## config.mk

```make
export PLATFORM = sky130hd
export DESIGN_NAME = l1_refill_ctrl
export DESIGN_NICKNAME = d
export VERILOG_FILES = /design/src/rtl/l1_refill_ctrl.sv
export SDC_FILE = /design/constraint.sdc
export NUM_CORES = 1
export LEC_CHECK = 0
export BUFFER_PORTS_ARGS = -buffer_cell sky130_fd_sc_hd__buf_2
export CAP_MARGIN = 10
export CORE_MARGIN = 3
export CORE_UTILIZATION = 39
export CTS_BUF_LIST = sky130_fd_sc_hd__clkbuf_4
export DETAILED_ROUTE_END_ITERATION = 6
export PLACE_DENSITY = 0.9
export SKIP_CTS_REPAIR_TIMING = 1
export SYNTH_ARGS = -nofsm -noshare
export SYNTH_HDL_FRONTEND = slang
export SYNTH_SLANG_ARGS = --single-unit
```

## constraint.sdc

```tcl
create_clock -name clk -period 4.5 [get_ports clk]
set_clock_uncertainty 0.1 [all_clocks]
set_input_delay 0.45 -clock clk [delete_from_list [all_inputs] [get_ports clk]]
set_output_delay 0.45 -clock clk [all_outputs]
set_load 0.05 [all_outputs]
```

## src/rtl/l1_refill_ctrl.sv

```systemverilog
// l1_refill_ctrl
//   Fetches one cache line from the next memory level after a lookup miss and
//   writes the returned beats into the L1 data memory, in order from the line base.
//
// Ports
//   clk, rst_n        clock; asynchronous active-low reset
//   miss_req/addr     miss strobe and word address; accepted only when idle
//   busy              refill in progress; miss_req is ignored while high
//   mem_req_val/addr  line read request, held until mem_req_ack
//   mem_req_ack       next level takes the request
//   mem_rsp_val/data  refill beats; gaps of any length allowed
//   wen/waddr/wdata   data memory write port; zero when no write is made
//   refill_done       one-cycle pulse after the last beat is written
module l1_refill_ctrl #(
  parameter int WIDTH = 32,
  parameter int DEPTH = 1024,
  parameter int BEATS = 4,
  localparam int AW   = $clog2(DEPTH),
  localparam int BW   = $clog2(BEATS)
) (
  input  logic             clk,
  input  logic             rst_n,
  input  logic             miss_req,
  input  logic [AW-1:0]    miss_addr,
  output logic             busy,
  output logic             mem_req_val,
  output logic [AW-1:0]    mem_req_addr,
  input  logic             mem_req_ack,
  input  logic             mem_rsp_val,
  input  logic [WIDTH-1:0] mem_rsp_data,
  output logic             wen,
  output logic [AW-1:0]    waddr,
  output logic [WIDTH-1:0] wdata,
  output logic             refill_done
);

  typedef enum logic [1:0] {IDLE, REQ, FILL, DONE} state_t;

  state_t        state_q, state_d;
  logic [AW-1:0] base_q, base_d;
  logic [BW-1:0] cnt_q, cnt_d;

  always_ff @(posedge clk or negedge rst_n) begin
    if (!rst_n) begin
      state_q <= IDLE;
      base_q  <= '0;
      cnt_q   <= '0;
    end else begin
      state_q <= state_d;
      base_q  <= base_d;
      cnt_q   <= cnt_d;
    end
  end

  // All outputs decode the registered state only, so mem_req_val never has a
  // combinational path from miss_req or mem_req_ack. The write port is the one
  // intentional input-to-output path: beats are written in the cycle they arrive.
  always_comb begin
    state_d      = state_q;
    base_d       = base_q;
    cnt_d        = cnt_q;
    busy         = 1'b1;
    mem_req_val  = 1'b0;
    mem_req_addr = '0;
    wen          = 1'b0;
    waddr        = '0;
    wdata        = '0;
    refill_done  = 1'b0;
    case (state_q)
      IDLE: begin
        busy = 1'b0;
        if (miss_req) begin
          // Masking (rather than slicing) keeps this legal when BEATS == DEPTH.
          base_d  = miss_addr & ~AW'(BEATS - 1);
          cnt_d   = '0;
          state_d = REQ;
        end
      end
      REQ: begin
        mem_req_val  = 1'b1;
        mem_req_addr = base_q;
        if (mem_req_ack) state_d = FILL;
      end
      FILL: begin
        if (mem_rsp_val) begin
          wen   = 1'b1;
          waddr = base_q + AW'(cnt_q);
          wdata = mem_rsp_data;
          // Counter is exactly BW bits, so the last beat wraps it back to 0.
          cnt_d = cnt_q + BW'(1);
          if (cnt_q == BW'(BEATS - 1)) state_d = DONE;
        end
      end
      DONE: begin
        refill_done = 1'b1;
        state_d     = IDLE;
      end
      default: state_d = IDLE;
    endcase
  end

endmodule

```

After elaboration in Yosys (flattened, before gate mapping):

Index checks and enable logic that the tools add are counted.
W data, S select, Z words.

* bits of input ports: 47
* logic and storage cells: 36
* bits in registers: 12
* output and inout port bits: 56

* equality and inequality tests: 8
* mux-type cells: 18
* add/sub/neg operators: 2
* reductions and logical operators: 5

Operators by type and width (count)
* $mux W32: 2
* $mux W10: 3
* $mux W2: 6
* $add A10 B2 Y10: 1
* $ne A2 B2 Y1 const B: 4
* $pmux W2 S4: 1
* $eq A2 B2 Y1 const B: 3
* $mux W1: 5
* $pmux W2 S2: 1
* $reduce_and A4 Y1: 1
* $reduce_and A3 Y1: 1
* $add A2 B1 Y2 const B: 1
* $eq A2 B1 Y1 const B: 1
* $logic_not A2 Y1: 1
* $reduce_and A2 Y1: 1
* $reduce_bool A2 Y1: 1

Depth between registers and ports, before layout:

* depth after elaboration: 4
* gate-level depth with buffers: 5
* gate-level depth less buffers: 5

Least setup slack after synthesis:

OpenSTA, ideal clock, no wires.

* path type: register to output
* start point: register state_q[1]
* end point: output mem_req_addr[2]
* slack: 2.330 ns
* buffers on the path: 0
* stages on the path, launching flop included: 4
* arrival time: 1.620 ns
* required time: 3.950 ns
* cells stage by stage: dfrtp_1 -> inv_1 -> ha_1 -> and2_1

* word-level cells in the longest chain between the ends: 2

Ends and longest elaborated chain
* from (decl): line 39 `state_t state_q, state_d;`
* from (signal assigned): line 49 `state_q <= state_d;`
* $eq A2 B1 Y1: line 69 `case (state_q)`
* $mux W10: line 69
* to (decl): line 27 `output logic [AW-1:0] mem_req_addr,`

Every way passes these cells.

Final worst setup path:

* start point: register state_q[0]
* end point: output waddr[5]

* word-level cells in the longest chain between the ends: 2

Ends and longest elaborated chain
* $eq A2 B2 Y1: line 69
* $mux W10: line 69
* to (decl): line 32 `output logic [AW-1:0] waddr,`

Every way passes these cells.

==> impl_metrics.ini <==
[run_status]
status = finished clean

[critical_path]
timing.critical_path.buf_inv = 2
critPathLaunchType = flop
ff2ff_setup_slack_ps = 2340
cp_cell_sequence = inv_1 > ha_1 > and3_1 > buf_2
cp.required_ps = 3950
cp-startpoint = state_q[0]
slowest_delay_ps = 890
r2r_path_start = state_q[0]
worst_path_max_delay_cell = sky130_fd_sc_hd__ha_1
endpoint_kind = output port
worst-path-max-fanout = 45
critical_path.endpoint = waddr[5]
worstReg2RegEnd = cnt_q[1]
critical_path_class = flop to output port
cp_top_delay_family = adder cells
worstPathArrival_ps = 2290
timing.reg2reg.worst_path_depth = 4
path_depth = 4

[timing]
fin_tns_setup_ps = 0
final_max_slew_viol_count = 0
hold_viol = 0
fin_crit_sh_pct = 63.0
hold-worst-slack_ps = 293
rsz0062_at_grt = no
finalSetupViolations = 0
slew_headroom_pct = 28.7
worst_pin_slew_ps = 1070
fmax_achieved_mhz = 353
layout_min_cycle_time_ps = 2840

[power]
share_seq_of_total_power_pct = 18.8
pwr_density_cell_nw_per_um2 = 712
irDropWorstVdd_mv = 0.602
cellInternalPower_mw = 0.435
combinational_group_share_of_total_power_pct = 74.6
total_power_mw = 1.08
p_leak_nw = 1.06
proportion_of_total_power_due_to_net_switching_pct = 59.7
clock_power_share_pct = 6.6
power.switching_mw = 0.645

[final_layout]
n_antenna_cell = 0
area_of_combinational_cells_with_multiple_inputs_um2 = 636
area.growth.synth_to_final_pct = 50.0
drive_gt1_share_pct = 55.7
final.fill_count = 196
seqCellArea_um2 = 300
finish.instance_area_um2 = 1520
finish.net_count = 258

[yosys]
synth.avg_cell_area_um2 = 9.11
post_synth_main_area_contributors = sky130_fd_sc_hd__dfrtp_1 (30%), sky130_fd_sc_hd__and3_1 (26%), sky130_fd_sc_hd__mux2_2 (8.9%), sky130_fd_sc_hd__ha_1 (8.7%), sky130_fd_sc_hd__and2_1 (5.6%)
synth_largest_type_area_fraction_pct = 29.7
seq_area_frac_synth_pct = 29.7
postSynthRegisterBits = 12
ys_warns = 0
synth.cell_area_um2 = 1010
synthCells = 111
post_synth_num_cell_types = 23
netlist.top_cell.by_area = sky130_fd_sc_hd__dfrtp_1

[floorplanning]
die_y_um = 56.9
initial_utilization_pct = 43.2
placeableCoreArea_um2 = 2340
num_rows = 17
pin_count = 103
die_w_um = 56.9
floorplan.die_area_um2 = 3240

[grt]
grt_antenna_before_repair = 0
grt_start_max_net_pins = 49
vias_in_the_first_global_route = 1002
gr-total-overflow = 0
grt_usage_pct = 17.8
grt_pass1_wl_mm = 4.64

[routing]
routedWlPerCell_um = 13.1
firstDrtPassIters = 4
drt.antenna.violating_nets = 0
detailed_route_wl_mm = 3.03
remaining_drc_errors = 0
dr_vias = 1126
first_iter_violations = 61
number_of_vias_per_cell_after_detailed_routing = 4.87

[clocking]
tritoncts.num_buffers = 3
cts_root_buffer = sky130_fd_sc_hd__clkbuf_4
clock_sinks = 12
tritoncts = built
cts.htree.levels = 1
number_of_buffers_between_clock_root_and_the_deepest_sink = 2
worst_skew_pair.late_latency_ps = 280
clk_pin_slew_ps = 80

[worst_hold_path]
hp-class = input pin to flop

[placement]
gpl.final_weighted_congestion = 0.734
detailed_place_hpwl_mm = 2.24
place_area_um2 = 1480
placement.io_buffers = 98

[run]
max_cap_violations = 0
-- per-layer routing --
layer	GRT usage [%]	share of wire (%)	vias up
li1	-	-	563
met1	19.5	36	507
met2	33.0	53	49
met3	3.68	8.8	7
met4	6.95	1.9	0
met5	0	0	-
-- metrics by stage --
| step | setup WS [ps] | cells | utilization (%) |
|---|---|---|---|
| floorplan | 2330 | 112 | - |
| global placement | 1980 | 226 | 63.3 |
| detailed placement | 1980 | 226 | 63.3 |
| CTS | 1660 | 230 | 64.4 |
| global route | 1420 | 231 | 64.8 |
| finish | 1660 | 231 | 64.8 |
-- flip-flops by register name (all words and copies together), names as in the netlist --
signal,cells
base_q,8
cnt_q,2
state_q,2
-- cell families (layout without fill, tap and decap cells) --
family	after synthesis	after routing	share of synthesized area (%)
DFF	12	12	29.7
buffers and inverters	17	108	7.80
adders and majority gates	7	7	8.66
AOI/OAI and AO/OA	6	6	6.19
other	1	2	0.371
and+or+nand+nor	58	58	35.9
muxes	10	10	11.4
-- cells in the mapped netlist, drive strengths merged --
master,instances
dfrtp,12
o22ai,1
and2,9
a221oi,1
mux2,9
buf,7
mux2i,1
clkbuf,5
ha,7
nor2,1
nand2,3
o21bai,1
and3,42
a22o,2
nand2b,2
inv,5
nor2b,1
o21ai,1
conb,1
-- cell usage in the layout (no fill, tap or decap), types with 2 or more instances in the layout --
cell and instances:
sky130_fd_sc_hd__clkbuf_4 3, sky130_fd_sc_hd__buf_2 98, sky130_fd_sc_hd__and3_1 42, sky130_fd_sc_hd__inv_1 5
sky130_fd_sc_hd__a22o_1 2, sky130_fd_sc_hd__dfrtp_1 12, sky130_fd_sc_hd__conb_1 2, sky130_fd_sc_hd__nand2_1 2
sky130_fd_sc_hd__ha_1 7, sky130_fd_sc_hd__mux2_2 8, sky130_fd_sc_hd__nand2b_1 2, sky130_fd_sc_hd__and2_1 9
-- power by group through the flow --
| stage | Combinational (mW) | Sequential (mW) | Clock, mW |
|---|---|---|---|
| final | 0.805 | 0.203 | 0.0716 |
| after global routing | 0.857 | 0.215 | 0.0759 |
| after CTS | 0.809 | 0.203 | 0.0726 |
| after detailed placement | 0.801 | 0.205 | 0 |
| after global placement | 0.791 | 0.201 | 0 |
| after floorplan | 0.658 | 0.192 | 0 |
-- worst reg2reg max path, cell delays in order (launching register included) --
cell	delay (ps)
sky130_fd_sc_hd__dfrtp_1	400
sky130_fd_sc_hd__inv_1	150
sky130_fd_sc_hd__ha_1	890
sky130_fd_sc_hd__o21bai_1	230
sky130_fd_sc_hd__a22o_1	280
-- cell type report --
class	instances	share of cell area, %
Sequential cell	12	19.8
Tap cell	28	2.31
Clock inverter	1	0.248
Inverter	5	1.24
Timing Repair Buffer	99	33.0
Clock buffer	3	1.49
Multi-Input combinational cell	83	41.9
-- how the worst min path moves through the flow --
stage / from / to / cells past startpoint
after floorplan: rst_n / base_q[2] / 0
after global placement: rst_n / base_q[2] / 1
after detailed placement: rst_n / base_q[3] / 1
after CTS: rst_n / base_q[3] / 1
after global routing: miss_addr[4] / base_q[4] / 2
final: miss_addr[4] / base_q[4] / 2
(Power assumes the default switching activity.)
